[src/rtl/regfile_wr_arbiter.sv]
// Register-file write-port arbiter: fixed priority (index 0 highest) with escalation
// of requesters that have stalled MAX_WAIT cycles; the winning write is registered.
module regfile_wr_arbiter #(
    parameter int DATA_W   = 32,
    parameter int ADDR_W   = 5,
    parameter int NUM_REQ  = 2,
    parameter int MAX_WAIT = 3
) (
    input  logic                       clk,
    input  logic                       reset,
    input  logic [NUM_REQ-1:0]         req_valid,
    input  logic [NUM_REQ*ADDR_W-1:0]  req_addr,
    input  logic [NUM_REQ*DATA_W-1:0]  req_data,
    output logic [NUM_REQ-1:0]         req_ready,
    output logic                       rf_we,
    output logic [ADDR_W-1:0]          rf_waddr,
    output logic [DATA_W-1:0]          rf_wdata,
    output logic [1:0]                 grant_id
);

    localparam int WCNT_W = $clog2(MAX_WAIT + 1);
    localparam logic [WCNT_W-1:0] WAIT_SAT = WCNT_W'(MAX_WAIT);

    logic [WCNT_W-1:0]  wait_cnt_q [NUM_REQ];
    logic [WCNT_W-1:0]  wait_cnt_d [NUM_REQ];
    logic [NUM_REQ-1:0] starved;
    logic [NUM_REQ-1:0] grant;
    logic               xfer;
    logic [1:0]         win_idx;
    logic [ADDR_W-1:0]  win_addr;
    logic [DATA_W-1:0]  win_data;

    logic               rf_we_q,    rf_we_d;
    logic [ADDR_W-1:0]  rf_waddr_q, rf_waddr_d;
    logic [DATA_W-1:0]  rf_wdata_q, rf_wdata_d;
    logic [1:0]         grant_id_q, grant_id_d;

    // Descending scan so the last hit, i.e. the lowest index, owns the grant.
    always_comb begin
        starved = '0;
        for (int i = 0; i < NUM_REQ; i++) begin
            starved[i] = req_valid[i] && (wait_cnt_q[i] == WAIT_SAT);
        end
        grant = '0;
        if (!reset) begin
            if (|starved) begin
                for (int i = NUM_REQ - 1; i >= 0; i--) begin
                    if (starved[i]) begin
                        grant    = '0;
                        grant[i] = 1'b1;
                    end
                end
            end else begin
                for (int i = NUM_REQ - 1; i >= 0; i--) begin
                    if (req_valid[i]) begin
                        grant    = '0;
                        grant[i] = 1'b1;
                    end
                end
            end
        end
    end

    assign req_ready = grant;
    assign xfer      = |grant;

    always_comb begin
        win_idx  = '0;
        win_addr = '0;
        win_data = '0;
        for (int i = 0; i < NUM_REQ; i++) begin
            if (grant[i]) begin
                win_idx  = 2'(i);
                win_addr = req_addr[i*ADDR_W +: ADDR_W];
                win_data = req_data[i*DATA_W +: DATA_W];
            end
        end
    end

    always_comb begin
        for (int i = 0; i < NUM_REQ; i++) begin
            if (req_valid[i] && !grant[i]) begin
                wait_cnt_d[i] = (wait_cnt_q[i] == WAIT_SAT) ? WAIT_SAT
                                                            : wait_cnt_q[i] + WCNT_W'(1);
            end else begin
                wait_cnt_d[i] = '0;
            end
        end
    end

    // Writes to register 0 are consumed but never reach the register file.
    always_comb begin
        rf_we_d    = xfer && (win_addr != '0);
        rf_waddr_d = xfer ? win_addr : rf_waddr_q;
        rf_wdata_d = xfer ? win_data : rf_wdata_q;
        grant_id_d = xfer ? win_idx  : grant_id_q;
    end

    always_ff @(posedge clk) begin
        if (reset) begin
            rf_we_q    <= 1'b0;
            rf_waddr_q <= '0;
            rf_wdata_q <= '0;
            grant_id_q <= '0;
            for (int i = 0; i < NUM_REQ; i++) begin
                wait_cnt_q[i] <= '0;
            end
        end else begin
            rf_we_q    <= rf_we_d;
            rf_waddr_q <= rf_waddr_d;
            rf_wdata_q <= rf_wdata_d;
            grant_id_q <= grant_id_d;
            for (int i = 0; i < NUM_REQ; i++) begin
                wait_cnt_q[i] <= wait_cnt_d[i];
            end
        end
    end

    assign rf_we    = rf_we_q;
    assign rf_waddr = rf_waddr_q;
    assign rf_wdata = rf_wdata_q;
    assign grant_id = grant_id_q;

endmodule

[config.mk]
export PLATFORM = sky130hd
export DESIGN_NAME = regfile_wr_arbiter
export DESIGN_NICKNAME = d
export VERILOG_FILES = /design/src/rtl/regfile_wr_arbiter.sv
export SDC_FILE = /design/constraint.sdc
export NUM_CORES = 1
export LEC_CHECK = 0
export ABC_AREA = 0
export CORE_ASPECT_RATIO = 0.5
export CORE_UTILIZATION = 40
export CTS_BUF_LIST = sky130_fd_sc_hd__clkbuf_2 sky130_fd_sc_hd__clkbuf_4 sky130_fd_sc_hd__clkbuf_8
export CTS_CLUSTER_SIZE = 12
export DETAILED_ROUTE_END_ITERATION = 7
export GPL_ROUTABILITY_DRIVEN = 0
export PLACE_DENSITY = 0.88
export SLEW_MARGIN = 20
export SYNTH_ARGS = -nofsm -noshare
export SYNTH_HDL_FRONTEND = slang
export SYNTH_SLANG_ARGS = --single-unit
[constraint.sdc]
create_clock -name clk -period 2.7 [get_ports clk]
set_clock_uncertainty 0.15 [all_clocks]
set_input_delay 0.675 -clock clk [delete_from_list [all_inputs] [get_ports clk]]
set_output_delay 0.675 -clock clk [all_outputs]
set_load 0.05 [all_outputs]
==> reports/results.ini, run 1 <==
[run_status]
status=completed

[worst_setup_path]
cpPeakStageDelay_ns=0.52
worstPathArrival_ns=1.77
path_buf_inv=3
end_kind=output port
crit_fanout=2
critPathSlowestCell=clkdlybuf4s50_1
critPathKind=in -> out
startpoint_type=input pin
crit_chain=clkdlybuf4s50_1 > inv_2 > o31ai_4 > nor2_1 > buf_4
cp_top_family=buffers and inverters
required_ns=1.88

[synth]
yosys.area_share.simple_pct=11.2
synth_area_sq_mm=0.00206
syn_nets=288
yosysSeqAreaShare_pct=41.9
synth_warnings=0
synthAdderAreaFrac_pct=0
synth.distinct_cells=29
synth_compound_gate_area_share_pct=28.4
synth_top_family_by_area=compound AO/OA/AOI/OAI gates
synth-seq-cells=43
syn_inst=210
synth-xor-area-share_pct=0.426
synth.area.mux_share_pct=11.7
avgSynthCellArea_sq_um=9.79

[placed_design]
dp_hpwl_mm=4.50
io_buffer_count=118

[die]
rows=18
floorplan.core_area_sq_mm=0.00493
die_h_um=52.7
die_width_um=103
boundaryPins=120
start_util_pct=41.7
dieArea_sq_mm=0.00545

[detailed_routing]
wl_per_cell_um=16.0
drt_pre_antenna_iters=6
drc=0
wl_mm=6.32
antenna_left=0
vias=2100
viasPerCell=5.33
drtIter0Drc=87

[timing]
setup_tns_ns=0
whs_ns=0.317
rsz0062_at_grt=false
min_period_ns=2.59
hold_viol_final=0
worstMarginPinSlew_ns=0.531
slew_viol_final=0
finalCritPeriodShare_pct=96.0
setup_violations=0
fmax_mhz=386
relSlewSlack_pct=64.5

[clock_tree]
cts_hold_buf=0
clk_latency_ns=0.30
tritoncts=built
cts_buffers=5
clk_pin_slew_ns=0.08
postCtsSetupRepairBufs=0
cts-root-buf=clkbuf_8
cts_resized=0
clkSinkCount=43
cts_buffer_depth=2
cts-htree-levels=2

[layout]
final_nets=401
fillers=369
post_route_cells_drive_above_1_share_pct=7.41
layout_commonest_cell=clkdlybuf4s50_1
antenna_cells=0
mostFrequentLayoutCells=clkdlybuf4s50_1, dfxtp_1, nor2_1
synthToLayoutAreaGrowth_pct=62.3

[global_route]
grt_pass1_vias=2011
grt_max_degree=40
overflow=0
gr-usage-all-layers_pct=23.2
grt_first_pass_wirelength_mm=9.59
antenna_found_initial=0

[pwr]
ir_drop_v=0.000282
power_density_mw_per_mm2=500
leakagePower_nw=1.28
p_total_mw=1.67

[job]
cap_violations=0

[worst_hold_path]
hold_path_class=reg -> reg

[layer usage]
layer	routed length, um	share of wire (%)	GRT usage (%)	vias up
met4	106	1.7	8.22	0
met2	3260	52	41.9	51
met1	2710	43	27.3	1025
met3	239	3.8	5.07	13
met5	0	0	0	-
li1	-	-	-	1011
[per-stage QoR]
| step | std cells | instance area (sq um) | utilization (%) | setup WS (ns) |
|---|---|---|---|---|
| after floorplan | 210 | 2060 | - | 0.0247 |
| after global placement | 386 | 3250 | 65.8 | 0.0817 |
| after detailed placement | 386 | 3250 | 65.8 | 0.121 |
| after CTS | 394 | 3340 | 67.6 | 0.103 |
| after global routing | 394 | 3340 | 67.6 | 0.0453 |
| final | 394 | 3340 | 67.6 | 0.108 |
[area by class of cell]
| cell class | count | area [sq um] | share of cell area [%] |
|---|---|---|---|
| timing repair buffer | 125 | 1220 | 36.7 |
| sequential | 43 | 861 | 25.8 |
| multi-input combinational | 146 | 1070 | 32.0 |
| clock inverter | 1 | 5.00 | 0.150 |
| tap | 70 | 87.6 | 2.63 |
| inverter | 2 | 7.51 | 0.225 |
| clock buffer | 7 | 83.8 | 2.51 |
[Yosys cell counts, drive strengths merged]
cell / instances / share of area [%]
dfxtp: 43 / 42
nor2: 37 / 6.8
o221a: 32 / 18
a21oi: 30 / 7.5
mux2i: 24 / 12
buf: 11 / 4.4
clkbuf: 8 / 1.5
nand3: 6 / 1.5
nand2: 3 / 1.0
inv: 2 / 0.36
or4: 2 / 0.73
a2111oi: 1 / 0.43
and2: 1 / 0.30
conb: 1 / 0.18
nor4: 1 / 0.30
o21a: 1 / 0.37
o21ai: 1 / 0.79
o21bai: 1 / 0.37
o31ai: 1 / 1.0
o32ai: 1 / 0.43
or2: 1 / 0.30
or3: 1 / 0.30
xnor2: 1 / 0.43
[cell families after synthesis]
group           count (synthesis)
other cells                     1
buf+inv                        21
compound gates                 68
mux                            24
xor+xnor                        1
simple gates                   52
flops                          43
[where the power goes]
group / leakage (nW) / total, mW / switching [mW] / internal [mW]
clock: 0.0491 / 0.424 / 0.222 / 0.202
sequential: 0.357 / 0.703 / 0.0234 / 0.680
combinational: 0.876 / 0.542 / 0.299 / 0.244
total: 1.28 / 1.67 / 0.544 / 1.13
[worst paths after layout]
| check | startpoint | endpoint | slack [ns] | cells after the start |
|---|---|---|---|---|
| worst max-delay path | req_valid[1] | req_ready[0] | 0.11 | 5 |
| worst min-delay path | wait_cnt_q[0][0] | wait_cnt_q[0][0] | 0.32 | 1 |
| worst max register to register | wait_cnt_q[0][0] | rf_wdata[21] | 1.04 | 5 |
| worst min register to register | wait_cnt_q[0][0] | wait_cnt_q[0][0] | 0.32 | 1 |
[state kept, by name, indices dropped and copies added, names as in the netlist]
register and cells:
rf_wdata 32, rf_we 1, grant_id 1, wait_cnt_q 4
rf_waddr 5
(Power assumes the default switching activity.)
==> run 2, diff against run 1 <==
--- a/config.mk
+++ b/config.mk
@@ -7,12 +7,14 @@
 export LEC_CHECK = 0
 export ABC_AREA = 0
 export CORE_ASPECT_RATIO = 0.5
-export CORE_UTILIZATION = 40
+export CORE_MARGIN = 8
+export CORE_UTILIZATION = 54
 export CTS_BUF_LIST = sky130_fd_sc_hd__clkbuf_2 sky130_fd_sc_hd__clkbuf_4 sky130_fd_sc_hd__clkbuf_8
 export CTS_CLUSTER_SIZE = 12
 export DETAILED_ROUTE_END_ITERATION = 7
+export DONT_BUFFER_PORTS = 1
 export GPL_ROUTABILITY_DRIVEN = 0
-export PLACE_DENSITY = 0.88
+export PLACE_DENSITY = 0.73
 export SLEW_MARGIN = 20
 export SYNTH_ARGS = -nofsm -noshare
 export SYNTH_HDL_FRONTEND = slang
==> run 2 against run 1 <==
Clock power is 7.1% lower. Non-clock buffer count is 121 lower. Setup slack better by 0.049 ns. Critical path depth stayed put. Via count is 23% lower. Clock-buffer cell count is 2 lower. Sequential power is 24% higher. Core utilization is 7.8 points lower. Wire length is 6.6% lower. Sequential share of layout area is 15 points higher. Cell area is 36% lower. Critical path type is now reg -> out. Critical endpoint is now req_ready[1]. Largest cell class is now multi-input gates.
==> reports/results.ini, run 2 (synthesis gave the netlist of run 1 again) <==
[run_status]
status=completed  ; unchanged

[timing]
worstMarginPinSlew_ns=0.589  ; was 0.531 ns
setup_slack_ns=0.157  ; was 0.108 ns
setup_violations=0  ; unchanged
slew_viol_final=0  ; unchanged
setup_tns_ns=0  ; unchanged
finalCritPeriodShare_pct=94.2  ; was 96.0%
fmax_mhz=393  ; was 386 MHz
whs_ns=0.306  ; was 0.317 ns
hold_viol_final=0  ; unchanged
relSlewSlack_pct=60.7  ; was 64.5%
rsz0062_at_grt=false  ; unchanged
min_period_ns=2.54  ; was 2.59 ns

[pwr]
ir_drop_v=0.000310  ; was 0.000282 V
power_density_mw_per_mm2=664  ; was 500 mW/mm^2
leakagePower_nw=0.816  ; was 1.28 nW

[global_route]
antenna_found_initial=0  ; unchanged
overflow=0  ; unchanged
grt_max_degree=46  ; was 40
gr-usage-all-layers_pct=17.9  ; was 23.2%
grt_pass1_vias=1555  ; was 2011
grt_first_pass_wirelength_mm=8.50  ; was 9.59 mm

[layout]
layout_commonest_cell=dfxtp_1  ; was clkdlybuf4s50_1
post_route_cells_drive_above_1_share_pct=9.31  ; was 7.41%
mostFrequentLayoutCells=dfxtp_1, nor2_1, o221a_1  ; was clkdlybuf4s50_1, dfxtp_1, nor2_1
final_nets=281  ; was 401
synthToLayoutAreaGrowth_pct=3.23  ; was 62.3%
fillers=325  ; was 369
antenna_cells=0  ; unchanged
largest_reg_flops=32  ; unchanged
ff_latch_area_sq_um=861  ; unchanged
finalInstanceArea_sq_mm=0.00212  ; was 0.00334 sq mm
multi_input_area_sq_mm=0.00108  ; was 0.00107 sq mm

[detailed_routing]
vias=1609  ; was 2100
drc=0  ; unchanged
viasPerCell=6.31  ; was 5.33
wl_mm=5.90  ; was 6.32 mm
drt_pre_antenna_iters=4  ; was 6
antenna_left=0  ; unchanged
wl_per_cell_um=23.1  ; was 16.0 um
drtIter0Drc=89  ; was 87

[clock_tree]
cts_hold_buf=0  ; unchanged
cts_buffers=5  ; unchanged
tritoncts=built  ; unchanged
clk_pin_slew_ns=0.08  ; about the same
cts-root-buf=clkbuf_8  ; unchanged
clkSinkCount=43  ; unchanged
cts_buffer_depth=2  ; unchanged
cts-htree-levels=2  ; unchanged
clk_latency_ns=0.29  ; was 0.30 ns
cts_resized=0  ; unchanged

[die]
floorplan.core_area_sq_mm=0.00355  ; was 0.00493 sq mm
die_h_um=59.6  ; was 52.7 um
start_util_pct=58.0  ; was 41.7%
dieArea_sq_mm=0.00616  ; was 0.00545 sq mm
boundaryPins=120  ; unchanged
rows=15  ; was 18
die_width_um=103  ; about the same

[worst_setup_path]
cp.depth=5  ; unchanged
critPathSlowestCell=o21ai_4  ; was clkdlybuf4s50_1
crit_fanout=13  ; was 2
cp-endpoint=req_ready[1]  ; was req_ready[0]
reg2reg_to=rf_wdata[21]  ; unchanged
required_ns=1.88  ; about the same
startpoint=wait_cnt_q[0][0]  ; was req_valid[1]
cp_top_family=compound AO/OA/AOI/OAI gates  ; was buffers and inverters
reg2reg_depth=5  ; unchanged
timing.rr.start=wait_cnt_q[0][0]  ; unchanged
critPathKind=reg -> out  ; was in -> out
cpPeakStageDelay_ns=0.45  ; was 0.52 ns
worstPathArrival_ns=1.72  ; was 1.77 ns
crit_chain=and2_1 > o21ai_4 > nand2_4 > nor2_1 > buf_4  ; was clkdlybuf4s50_1 > inv_2 > o31ai_4 > nor2_1 > buf_4
end_kind=output port  ; unchanged
ff2ff_setup_slack_ns=0.76  ; was 1.04 ns
startpoint_type=flop  ; was input pin
path_buf_inv=1  ; was 3

[placed_design]
place_ws_ns=0.349  ; was 0.121 ns
dp_hpwl_mm=4.20  ; was 4.50 mm
io_buffer_count=0  ; was 118
placed_area_sq_mm=0.00203  ; was 0.00325 sq mm

[worst_hold_path]
hold_path_class=in -> reg  ; was reg -> reg

[job]
cap_violations=0  ; unchanged

[run 2: cell count changes in the layout (fill, tap and decap cells not counted)]
cell	change
clkinv_2	+2
clkdlybuf4s50_1	-115
clkbuf_4	-2
buf_2	-1
o21ai_2	+1
buf_4	-5
[run 2: worst min-delay path by stage]
stage / start / end / slack, ns / depth (start not counted)
2_1_floorplan: wait_cnt_q[0][0] / wait_cnt_q[0][0] / 0.27 / 1
3_3_place_gp: wait_cnt_q[0][0] / wait_cnt_q[0][0] / 0.28 / 1
3_5_place_dp: wait_cnt_q[0][0] / wait_cnt_q[0][0] / 0.30 / 1
4_1_cts: reset / grant_id[0] / 0.28 / 1
5_1_grt: reset / grant_id[0] / 0.27 / 1
6_report: reset / grant_id[0] / 0.31 / 1
[run 2: repair_timing]
action | in CTS | in global routing
endpoints found under the hold margin | 0 | 0
endpoints found under the setup margin | 0 | 1
setup buffers | 0 | 0
[run 2: final cells by class]
class / count / area share, %
multi-input cells: 147 / 50.7
flip-flops and latches: 43 / 40.6
clock buffers: 5 / 3.24
clock inverters: 3 / 0.708
well taps: 51 / 3.01
repair buffers: 4 / 1.42
inverters: 2 / 0.354
[run 2: per-stage QoR]
stage	instances	utilization (%)	total power, mW
CTS	254	59.6	1.42
detailed placement	246	57.2	1.03
floorplan	210	-	1.02
global route	255	59.8	1.47
finish	255	59.8	1.41
global placement	246	57.2	1.02
[run 2: routing by layer]
layer | track usage, % | wire, um | vias to the layer above
met4 | 4.89 | 31 | 0
met3 | 10.5 | 929 | 4
met1 | 19.9 | 2290 | 751
li1 | - | - | 775
met5 | 0 | 0 | -
met2 | 28.4 | 2650 | 79
[run 2: where the power goes]
part	total (mW)	internal, mW	switching [mW]	leakage, nW
Sequential	0.869	0.679	0.189	0.357
Combinational	0.146	0.0742	0.0719	0.411
Clock	0.394	0.177	0.216	0.0477
